**src/rtl/komandara_axi4_slave.sv**
```systemverilog
// AXI4 burst slave: turns FIXED/INCR/WRAP bursts into per-beat SRAM-style requests
// on independent write and read ports, with one outstanding transaction per channel.
module komandara_axi4_slave #(
    parameter int unsigned ADDR_WIDTH = 32,
    parameter int unsigned DATA_WIDTH = 32,
    parameter int unsigned ID_WIDTH   = 4
) (
    input  logic                    clk_i,
    input  logic                    rst_ni,
    // write address channel
    input  logic [ID_WIDTH-1:0]     s_axi_awid_i,
    input  logic [ADDR_WIDTH-1:0]   s_axi_awaddr_i,
    input  logic [7:0]              s_axi_awlen_i,
    input  logic [2:0]              s_axi_awsize_i,
    input  logic [1:0]              s_axi_awburst_i,
    input  logic                    s_axi_awvalid_i,
    output logic                    s_axi_awready_o,
    // write data channel
    input  logic [DATA_WIDTH-1:0]   s_axi_wdata_i,
    input  logic [DATA_WIDTH/8-1:0] s_axi_wstrb_i,
    input  logic                    s_axi_wlast_i,
    input  logic                    s_axi_wvalid_i,
    output logic                    s_axi_wready_o,
    // write response channel
    output logic [ID_WIDTH-1:0]     s_axi_bid_o,
    output logic [1:0]              s_axi_bresp_o,
    output logic                    s_axi_bvalid_o,
    input  logic                    s_axi_bready_i,
    // read address channel
    input  logic [ID_WIDTH-1:0]     s_axi_arid_i,
    input  logic [ADDR_WIDTH-1:0]   s_axi_araddr_i,
    input  logic [7:0]              s_axi_arlen_i,
    input  logic [2:0]              s_axi_arsize_i,
    input  logic [1:0]              s_axi_arburst_i,
    input  logic                    s_axi_arvalid_i,
    output logic                    s_axi_arready_o,
    // read data channel
    output logic [ID_WIDTH-1:0]     s_axi_rid_o,
    output logic [DATA_WIDTH-1:0]   s_axi_rdata_o,
    output logic [1:0]              s_axi_rresp_o,
    output logic                    s_axi_rlast_o,
    output logic                    s_axi_rvalid_o,
    input  logic                    s_axi_rready_i,
    // memory write port
    output logic                    mem_wr_req_o,
    input  logic                    mem_wr_gnt_i,
    output logic [ADDR_WIDTH-1:0]   mem_wr_addr_o,
    output logic [DATA_WIDTH-1:0]   mem_wr_data_o,
    output logic [DATA_WIDTH/8-1:0] mem_wr_be_o,
    // memory read port
    output logic                    mem_rd_req_o,
    input  logic                    mem_rd_gnt_i,
    output logic [ADDR_WIDTH-1:0]   mem_rd_addr_o,
    input  logic [DATA_WIDTH-1:0]   mem_rd_data_i
);

    localparam int unsigned STRB_WIDTH = DATA_WIDTH / 8;
    localparam logic [2:0]  MAX_SIZE   = 3'($clog2(STRB_WIDTH));

    localparam logic [1:0] BURST_FIXED = 2'b00;
    localparam logic [1:0] BURST_WRAP  = 2'b10;
    localparam logic [1:0] BURST_RSVD  = 2'b11;
    localparam logic [1:0] RESP_OKAY   = 2'b00;
    localparam logic [1:0] RESP_SLVERR = 2'b10;

    function automatic logic burst_error(input logic [7:0] len, input logic [2:0] size,
                                         input logic [1:0] burst);
        logic wrap_len_ok;
        wrap_len_ok = (len == 8'd1) || (len == 8'd3) || (len == 8'd7) || (len == 8'd15);
        return (burst == BURST_RSVD) || (size > MAX_SIZE) ||
               ((burst == BURST_WRAP) && !wrap_len_ok);
    endfunction

    // Address of the beat following addr; all arithmetic wraps at 2^ADDR_WIDTH.
    function automatic logic [ADDR_WIDTH-1:0] next_addr(input logic [ADDR_WIDTH-1:0] addr,
                                                       input logic [7:0] len,
                                                       input logic [2:0] size,
                                                       input logic [1:0] burst);
        logic [ADDR_WIDTH-1:0] bytes;
        logic [ADDR_WIDTH-1:0] total;
        logic [ADDR_WIDTH-1:0] lower;
        logic [ADDR_WIDTH-1:0] incr;
        bytes = ADDR_WIDTH'(1) << size;
        total = bytes * (ADDR_WIDTH'(len) + ADDR_WIDTH'(1));
        incr  = (addr & ~(bytes - ADDR_WIDTH'(1))) + bytes;
        lower = addr & ~(total - ADDR_WIDTH'(1));
        if (burst == BURST_FIXED) begin
            return addr;
        end else if (burst == BURST_WRAP) begin
            return (incr == lower + total) ? lower : incr;
        end
        return incr;
    endfunction

    // ---------------------------------------------------------------- write path
    typedef enum logic [1:0] {WR_IDLE, WR_DATA, WR_RESP} wr_state_e;

    wr_state_e             wr_state;
    logic [ID_WIDTH-1:0]   wr_id;
    logic [ADDR_WIDTH-1:0] wr_addr;
    logic [7:0]            wr_len;
    logic [7:0]            wr_beat;
    logic [2:0]            wr_size;
    logic [1:0]            wr_burst;
    logic                  wr_err;
    logic                  wr_over;
    logic [1:0]            wr_resp;
    logic                  w_hs;

    // Error bursts and beats past len are drained without touching memory.
    assign s_axi_awready_o = (wr_state == WR_IDLE);
    assign s_axi_wready_o  = (wr_state == WR_DATA) && ((wr_err || wr_over) ? 1'b1 : mem_wr_gnt_i);
    assign mem_wr_req_o    = (wr_state == WR_DATA) && s_axi_wvalid_i && !wr_err && !wr_over;
    assign mem_wr_addr_o   = wr_addr;
    assign mem_wr_data_o   = s_axi_wdata_i;
    assign mem_wr_be_o     = s_axi_wstrb_i;
    assign s_axi_bvalid_o  = (wr_state == WR_RESP);
    assign s_axi_bid_o     = wr_id;
    assign s_axi_bresp_o   = wr_resp;
    assign w_hs            = s_axi_wvalid_i && s_axi_wready_o;

    // NOTE: sequential state uses non-blocking assignments so every flop samples
    // pre-edge values regardless of statement order.
    always_ff @(posedge clk_i or negedge rst_ni) begin
        if (!rst_ni) begin
            wr_state <= WR_IDLE;
            wr_id    <= '0;
            wr_addr  <= '0;
            wr_len   <= '0;
            wr_beat  <= '0;
            wr_size  <= '0;
            wr_burst <= '0;
            wr_err   <= 1'b0;
            wr_over  <= 1'b0;
            wr_resp  <= RESP_OKAY;
        end else begin
            case (wr_state)
                WR_IDLE: begin
                    if (s_axi_awvalid_i) begin
                        wr_id    <= s_axi_awid_i;
                        wr_addr  <= s_axi_awaddr_i;
                        wr_len   <= s_axi_awlen_i;
                        wr_size  <= s_axi_awsize_i;
                        wr_burst <= s_axi_awburst_i;
                        wr_err   <= burst_error(s_axi_awlen_i, s_axi_awsize_i, s_axi_awburst_i);
                        wr_beat  <= '0;
                        wr_over  <= 1'b0;
                        wr_state <= WR_DATA;
                    end
                end
                WR_DATA: begin
                    if (w_hs) begin
                        if (s_axi_wlast_i) begin
                            wr_resp  <= (wr_err || wr_over || (wr_beat != wr_len)) ?
                                        RESP_SLVERR : RESP_OKAY;
                            wr_state <= WR_RESP;
                        end else if (wr_beat == wr_len) begin
                            wr_over <= 1'b1;
                        end else begin
                            wr_addr <= next_addr(wr_addr, wr_len, wr_size, wr_burst);
                            wr_beat <= wr_beat + 8'd1;
                        end
                    end
                end
                WR_RESP: begin
                    if (s_axi_bready_i) begin
                        wr_state <= WR_IDLE;
                    end
                end
                default: wr_state <= WR_IDLE;
            endcase
        end
    end

    // ----------------------------------------------------------------- read path
    typedef enum logic [1:0] {RD_IDLE, RD_REQ, RD_WAIT, RD_RESP} rd_state_e;

    rd_state_e             rd_state;
    logic [ID_WIDTH-1:0]   rd_id;
    logic [ADDR_WIDTH-1:0] rd_addr;
    logic [7:0]            rd_len;
    logic [7:0]            rd_beat;
    logic [2:0]            rd_size;
    logic [1:0]            rd_burst;
    logic                  rd_err;
    logic [DATA_WIDTH-1:0] rd_data;

    // R payload comes only from registers, so it holds still while rready is low.
    assign s_axi_arready_o = (rd_state == RD_IDLE);
    assign mem_rd_req_o    = (rd_state == RD_REQ) && !rd_err;
    assign mem_rd_addr_o   = rd_addr;
    assign s_axi_rvalid_o  = (rd_state == RD_RESP);
    assign s_axi_rid_o     = rd_id;
    assign s_axi_rdata_o   = rd_data;
    assign s_axi_rresp_o   = rd_err ? RESP_SLVERR : RESP_OKAY;
    assign s_axi_rlast_o   = (rd_beat == rd_len);

    always_ff @(posedge clk_i or negedge rst_ni) begin
        if (!rst_ni) begin
            rd_state <= RD_IDLE;
            rd_id    <= '0;
            rd_addr  <= '0;
            rd_len   <= '0;
            rd_beat  <= '0;
            rd_size  <= '0;
            rd_burst <= '0;
            rd_err   <= 1'b0;
            rd_data  <= '0;
        end else begin
            case (rd_state)
                RD_IDLE: begin
                    if (s_axi_arvalid_i) begin
                        rd_id    <= s_axi_arid_i;
                        rd_addr  <= s_axi_araddr_i;
                        rd_len   <= s_axi_arlen_i;
                        rd_size  <= s_axi_arsize_i;
                        rd_burst <= s_axi_arburst_i;
                        rd_err   <= burst_error(s_axi_arlen_i, s_axi_arsize_i, s_axi_arburst_i);
                        rd_beat  <= '0;
                        rd_state <= RD_REQ;
                    end
                end
                RD_REQ: begin
                    if (rd_err || mem_rd_gnt_i) begin
                        rd_state <= RD_WAIT;
                    end
                end
                RD_WAIT: begin
                    rd_data  <= rd_err ? '0 : mem_rd_data_i;
                    rd_state <= RD_RESP;
                end
                RD_RESP: begin
                    if (s_axi_rready_i) begin
                        if (s_axi_rlast_o) begin
                            rd_state <= RD_IDLE;
                        end else begin
                            rd_addr  <= next_addr(rd_addr, rd_len, rd_size, rd_burst);
                            rd_beat  <= rd_beat + 8'd1;
                            rd_state <= RD_REQ;
                        end
                    end
                end
                default: rd_state <= RD_IDLE;
            endcase
        end
    end

endmodule

```
**config.mk**
```make
export PLATFORM = sky130hd
export DESIGN_NAME = komandara_axi4_slave
export DESIGN_NICKNAME = d
export VERILOG_FILES = /design/src/rtl/komandara_axi4_slave.sv
export SDC_FILE = /design/constraint.sdc
export NUM_CORES = 1
export LEC_CHECK = 0
export CAP_MARGIN = 20
export CORE_MARGIN = 2
export CORE_UTILIZATION = 42
export CTS_CLUSTER_SIZE = 30
export DETAILED_ROUTE_END_ITERATION = 10
export PLACE_DENSITY = 0.65
export SYNTH_ARGS = -nofsm -noshare
export SYNTH_HDL_FRONTEND = slang
export SYNTH_SLANG_ARGS = --single-unit
```
**constraint.sdc**
```tcl
create_clock -name clk_i -period 11.7 [get_ports clk_i]
set_clock_uncertainty 0.05 [all_clocks]
set_input_delay 1.755 -clock clk_i [delete_from_list [all_inputs] [get_ports clk_i]]
set_output_delay 1.755 -clock clk_i [all_outputs]
set_load 0.005 [all_outputs]
```
; After elaboration in Yosys (flattened, before gate mapping)
; Index checks and enable logic that the tools add are counted.
[op_classes]
shifts = 2
magnitude_cmp = 2
n_addsub = 12
mul = 2
n_eq_ne = 37
muxes = 56
reduce_logical = 42
bitwise_logic = 8
[op_table]
columns = operator, count
row1 = two-way mux 32 bit, 16
row2 = adder 32 bit, 4
row3 = bitwise AND 32 bit, 4
row4 = NOT 32 bit, 4
row5 = case mux 32 bit (2 select lines), 2
row6 = subtractor 32 x 1 -> 32 bit (second input constant), 4
row7 = equality test 32 bit, 2
row8 = multiplier 32 x 9 -> 32 bit, 2
row9 = << shifter 1 x 3 -> 32 bit (first input constant), 2
row10 = two-way mux 8 bit, 7
row11 = case mux 8 bit (2 select lines), 2
row12 = adder 8 x 1 -> 9 bit (second input constant), 2
row13 = equality test 2 bit (second input constant), 9
row14 = two-way mux 2 bit, 9
row15 = two-way mux 1 bit, 17
row16 = adder 8 x 1 -> 8 bit (second input constant), 2
row17 = equality test 8 x 1 -> 1 bit (second input constant), 2
row18 = equality test 8 x 2 -> 1 bit (second input constant), 2
row19 = equality test 8 x 3 -> 1 bit (second input constant), 2
row20 = equality test 8 x 4 -> 1 bit (second input constant), 2
row21 = equality test 8 bit, 2
row22 = AND reduction 5 bit, 3
row23 = != test 2 bit (second input constant), 7
row24 = logical OR 1 bit, 13
row25 = 16 further kinds, 40
[word_totals]
wordCells = 180
register_bits = 155
output_inout_bits = 152
in_bits = 176

; Depth between registers and ports, before layout
[logic_depth]
ltp_word = 15
mapped_depth = 43
ltp_nobuf = 38

; Least setup slack after synthesis
; No wires, ideal clock.
[synth_path]
kind = register to register
startpoint = register rd_size[0]
endpoint = register rd_addr[18] (netlist: mem_rd_addr_o[18])
path_stages_with_launch = 37
path_slack_ps = 2139
n_path_buf = 6
t_arrival_ps = 9377
setup_time_ps = 134
required_ps = 11516
period_less_slack_ps = 9561
path_cell_list = dfrtp_1 -> clkbuf_1 -> clkbuf_1 -> clkbuf_1 -> and2_1 -> nand2_1 -> fa_1 -> inv_1 -> fa_1 -> inv_1 -> fa_1 -> fa_1 -> inv_1 -> ha_1 -> buf_2 -> a21o_1 -> nor3_1 -> o221ai_2 -> a2111o_1 -> buf_2 -> or3_1 -> and3_1 -> ha_1 -> a21o_1 -> a21o_1 -> a311o_1 -> a211oi_1 -> a21oi_4 -> a21boi_1 -> mux2_2 -> a2111oi_0 -> nand4_1 -> nor3_4 -> buf_4 -> nor2_1 -> a311oi_1 -> o22ai_1
[synth_via]
elab_chain_len = 14
elab_cells_between_ends = 18
classes_between = add/sub (4) / mul (1) / eq/ne (1) / shift (1) / mux (7) / bitwise (4)
[synth_lines]
columns = item, line
row1 = from (decl), 183  ; logic [2:0] rd_size;
row2 = from (signal assigned), 216  ; rd_size <= s_axi_arsize_i;
row3 = << shifter 1 x 3 -> 32 bit *, 83  ; bytes = ADDR_WIDTH'(1) << size;
row4 = multiplier 32 x 9 -> 32 bit, 84  ; total = bytes * (ADDR_WIDTH'(len) + ADDR_WIDTH'(1));
row5 = subtractor 32 x 1 -> 32 bit, 86  ; lower = addr & ~(total - ADDR_WIDTH'(1));
row6 = NOT 32 bit, 86
row7 = bitwise AND 32 bit, 86
row8 = adder 32 bit, 90  ; return (incr == lower + total) ? lower : incr;
row9 = equality test 32 bit, 90
row10 = two-way mux 32 bit, 90
row11 = two-way mux 32 bit, 89  ; end else if (burst == BURST_WRAP) begin
row12 = two-way mux 32 bit, 87  ; if (burst == BURST_FIXED) begin
row13 = two-way mux 32 bit *, 92  ; return incr;
row14 = two-way mux 32 bit *, 234  ; if (s_axi_rlast_o) begin
row15 = two-way mux 32 bit *, 233  ; if (s_axi_rready_i) begin
row16 = case mux 32 bit (2 select lines) *, 210  ; case (rd_state)
row17 = to (signal assigned), 214  ; rd_addr <= s_axi_araddr_i;
row18 = to (signal assigned), 237  ; rd_addr <= next_addr(rd_addr, rd_len, rd_size, rd_burst);
row19 = to (decl), 180  ; logic [ADDR_WIDTH-1:0] rd_addr;
; Every way passes the cells marked *; elsewhere a longest branch is shown, timed or not. The select of a mux whose other input is x is not followed.
; A chain may end at the register's enable or synchronous reset.

; Worst setup path in the final report
[layout_path]
startpoint = register rd_size[2]
endpoint = register rd_addr[4] (netlist: mem_rd_addr_o[4])
; The elaborated chain is that of the path after synthesis.

==> results.json <==
{
  "grt_pass1_wl_um": 113000,
  "post_drt_wl_per_cell_um": 19.5,
  "die_w_um": 229,
  "synth_top_area_cell": "dfrtp_1",
  "syn_inst": 2784,
  "yosys.cell_count.top_type": "nand2_1",
  "drc": 0,
  "port_buffers": 253,
  "die-area_mm2": 0.0522,
  "syn_avg_cell_area_um2": 7.61,
  "synth_edf_count": 0,
  "synthesis.area_mm2": 0.0212,
  "fmax_mhz": 91.8,
  "reg2regPathDepth": 31,
  "cap_viol_max_count": 0,
  "holdPathStages": 2,
  "relSlewSlack_pct": 28.4,
  "hold_viol": 0,
  "fp.dieH_um": 229,
  "worstReg2RegEnd": "mem_rd_addr_o[4]",
  "dr.first_iter.drc_count": 1963,
  "final.period_utilization_pct": 93.1,
  "cp-end-kind": "register",
  "num_rows": 82,
  "coreArea_mm2": 0.0500,
  "crit_top_cell": "fa_1",
  "worstSkewPairLatency_ns": 0.50,
  "ys_types": 102,
  "diodes": 0,
  "ys_warn_count": 0,
  "finalNetCount": 3261,
  "place_congestion": 0.999,
  "setup_viol": 0,
  "drive_gt1_share_pct": 4.96,
  "ys_seq_area_share_pct": 18.2,
  "io_pins": 328,
  "cp-startpoint": "rd_size[2]",
  "outcome": "complete, no violations",
  "grt_max_degree": 87,
  "clk_path_buf_depth": 2,
  "holdCritStartpoint": "s_axi_bid_o[3]",
  "synthFlopType": "dfrtp_1",
  "hpwl_um": 54000,
  "cp_max_fo": 28,
  "htree_levels": 4,
  "synth-seq-cells": 154,
  "timing.rr.start": "rd_size[2]",
  "period_minus_slack_ns": 10.89,
  "required_ns": 12.03,
  "min_path_type": "register to register",
  "cp-start-kind": "register",
  "grt_overflow": 0,
  "path_class": "register to register",
  "rsz0062_at_grt": "no",
  "crit_slowest_cell": "dfrtp_1",
  "first_pass_iters": 6,
  "ctsHoldBuffers": 0,
  "tightest_slew_ns": 1.06,
  "async_reset_ff_share_pct": 100,
  "cts_buffers": 17,
  "synth_area_leaders": "dfrtp_1 18%, fa_1 8.3%, ha_1 6.4%",
  "vias": 21200,
  "grt_pass1_vias": 20900,
  "cts.sinks": 154,
  "ant_nets": 0,
  "cts_tree": "done",
  "critPathMaxStageDelay_ns": 0.88,
  "post-cts-setup-buffer-count": 0,
  "fill_cells": 5007,
  "synth_common_cells": "293 x nand2_1, 250 x nor2_1, 210 x inv_1, 185 x o21ai_0, 154 x dfrtp_1",
  "slew_violations": 0,
  "area_delta_synth_final_pct": 15.5,
  "fin_setup_tns_ns": 0,
  "antenna_found_initial": 0,
  "cp.arrival_ns": 11.22,
  "wirelength_um": 69600,
  "hold_path_end": "s_axi_bid_o[3]",
  "cts_root_buf": "clkbuf_16",
  "setup_slack_ns": 0.809,
  "cts.clk_slew.worst_paths_ns": 0.07,
  "place_ws_ns": 0.853,
  "reg2reg_slack_ns": 0.81,
  "initial_core_util_pct": 42.4,
  "yosysTopAreaCellShare_pct": 18.2,
  "routed_via_density": 5.93,
  "cts_resized": 0,
  "grt_usage_pct": 26.6
}
[layout by cell type (no fill, tap or decap), drive strengths merged, types with 41 or more instances in the layout]
cell type and instances:
ha 108, xnor2 122, o21ai 199, nor2 250, xor2 57, dfrtp 154
nor4 47, nand2 294, fa 88, and3 59, nor3 82, mux2i 45
inv 218, clkdlybuf4s50 252, nand2b 41, nand3 93, a21oi 134
[registers in the layout, indices dropped and copies added (netlist names), 2 cells and up]
name,flops
mem_wr_addr_o,32
wr_beat,8
mem_rd_addr_o,32
rd_burst,2
rd_len,8
rd_state,2
wr_len,8
s_axi_rid_o,4
rd_beat,8
s_axi_bid_o,4
rd_size,3
s_axi_rdata_o,32
wr_burst,2
wr_size,3
wr_state,2
[through the flow]
step	instance area, um2	utilization, %	hold slack, ns	instances
finish	24500	49.0	0.425	3573
global route	24500	49.0	0.451	3573
CTS	24400	48.9	0.431	3571
detailed placement	23800	47.7	0.412	3540
global placement	23800	47.6	0.409	3539
floorplan	21200	-	0.397	2785
[how the worst max path moves through the flow]
stage	end	slack, ns	cells after the start
floorplan	mem_rd_addr_o[18]	2.14	36
global placement	mem_rd_addr_o[24]	1.18	33
detailed placement	mem_rd_addr_o[24]	0.85	33
CTS	mem_rd_addr_o[24]	0.81	33
global route	mem_rd_addr_o[3]	0.04	31
finish	mem_rd_addr_o[4]	0.81	31
[layer usage]
layer / up-vias / wire [um] / GRT usage (%)
li1: 10100 / - / -
met1: 10300 / 31100 / 35.6
met2: 778 / 32600 / 43.8
met3: 101 / 4470 / 4.97
met4: 0 / 1440 / 7.39
met5: - / 0 / 0
[final cells by class]
class,count,area [um2],area share [%]
Multi-Input combinational cell,2223,15600,63.8
Clock inverter,14,200,0.818
Inverter,214,803,3.28
Timing Repair Buffer,279,2750,11.2
Tap cell,672,841,3.44
Clock buffer,17,425,1.74
Sequential cell,154,3850,15.7
[kinds of logic (layout without fill, tap and decap cells)]
kind of cell               Yosys count  in the layout  synth area share [%]
AOI/OAI and AO/OA                  670            670                  21.0
xor gates and xnor gates           180            180                  7.58
adders and majority gates          196            196                  14.7
buffers and inverters              408            524                  8.22
DFF                                154            154                  18.2
muxes                               76             76                  3.81
other                                1              2                0.0177
and+or+nand+nor                   1099           1099                  26.5
[critical path, delay by kind of cell, from the launching register on]
kind | cells | cell delay (ns)
XOR/XNOR | 1 | 0.08
adder cells (fa/ha/maj) | 6 | 2.82
flip-flops | 1 | 0.88
buffers and inverters | 3 | 0.17
multiplexers | 1 | 0.36
AND/OR/NAND/NOR | 10 | 3.16
AO/OA/AOI/OAI | 10 | 3.23
Power is left out: the tool's default activity adds up to more than one toggle a clock period on the data nets, which glitch-free logic cannot reach.
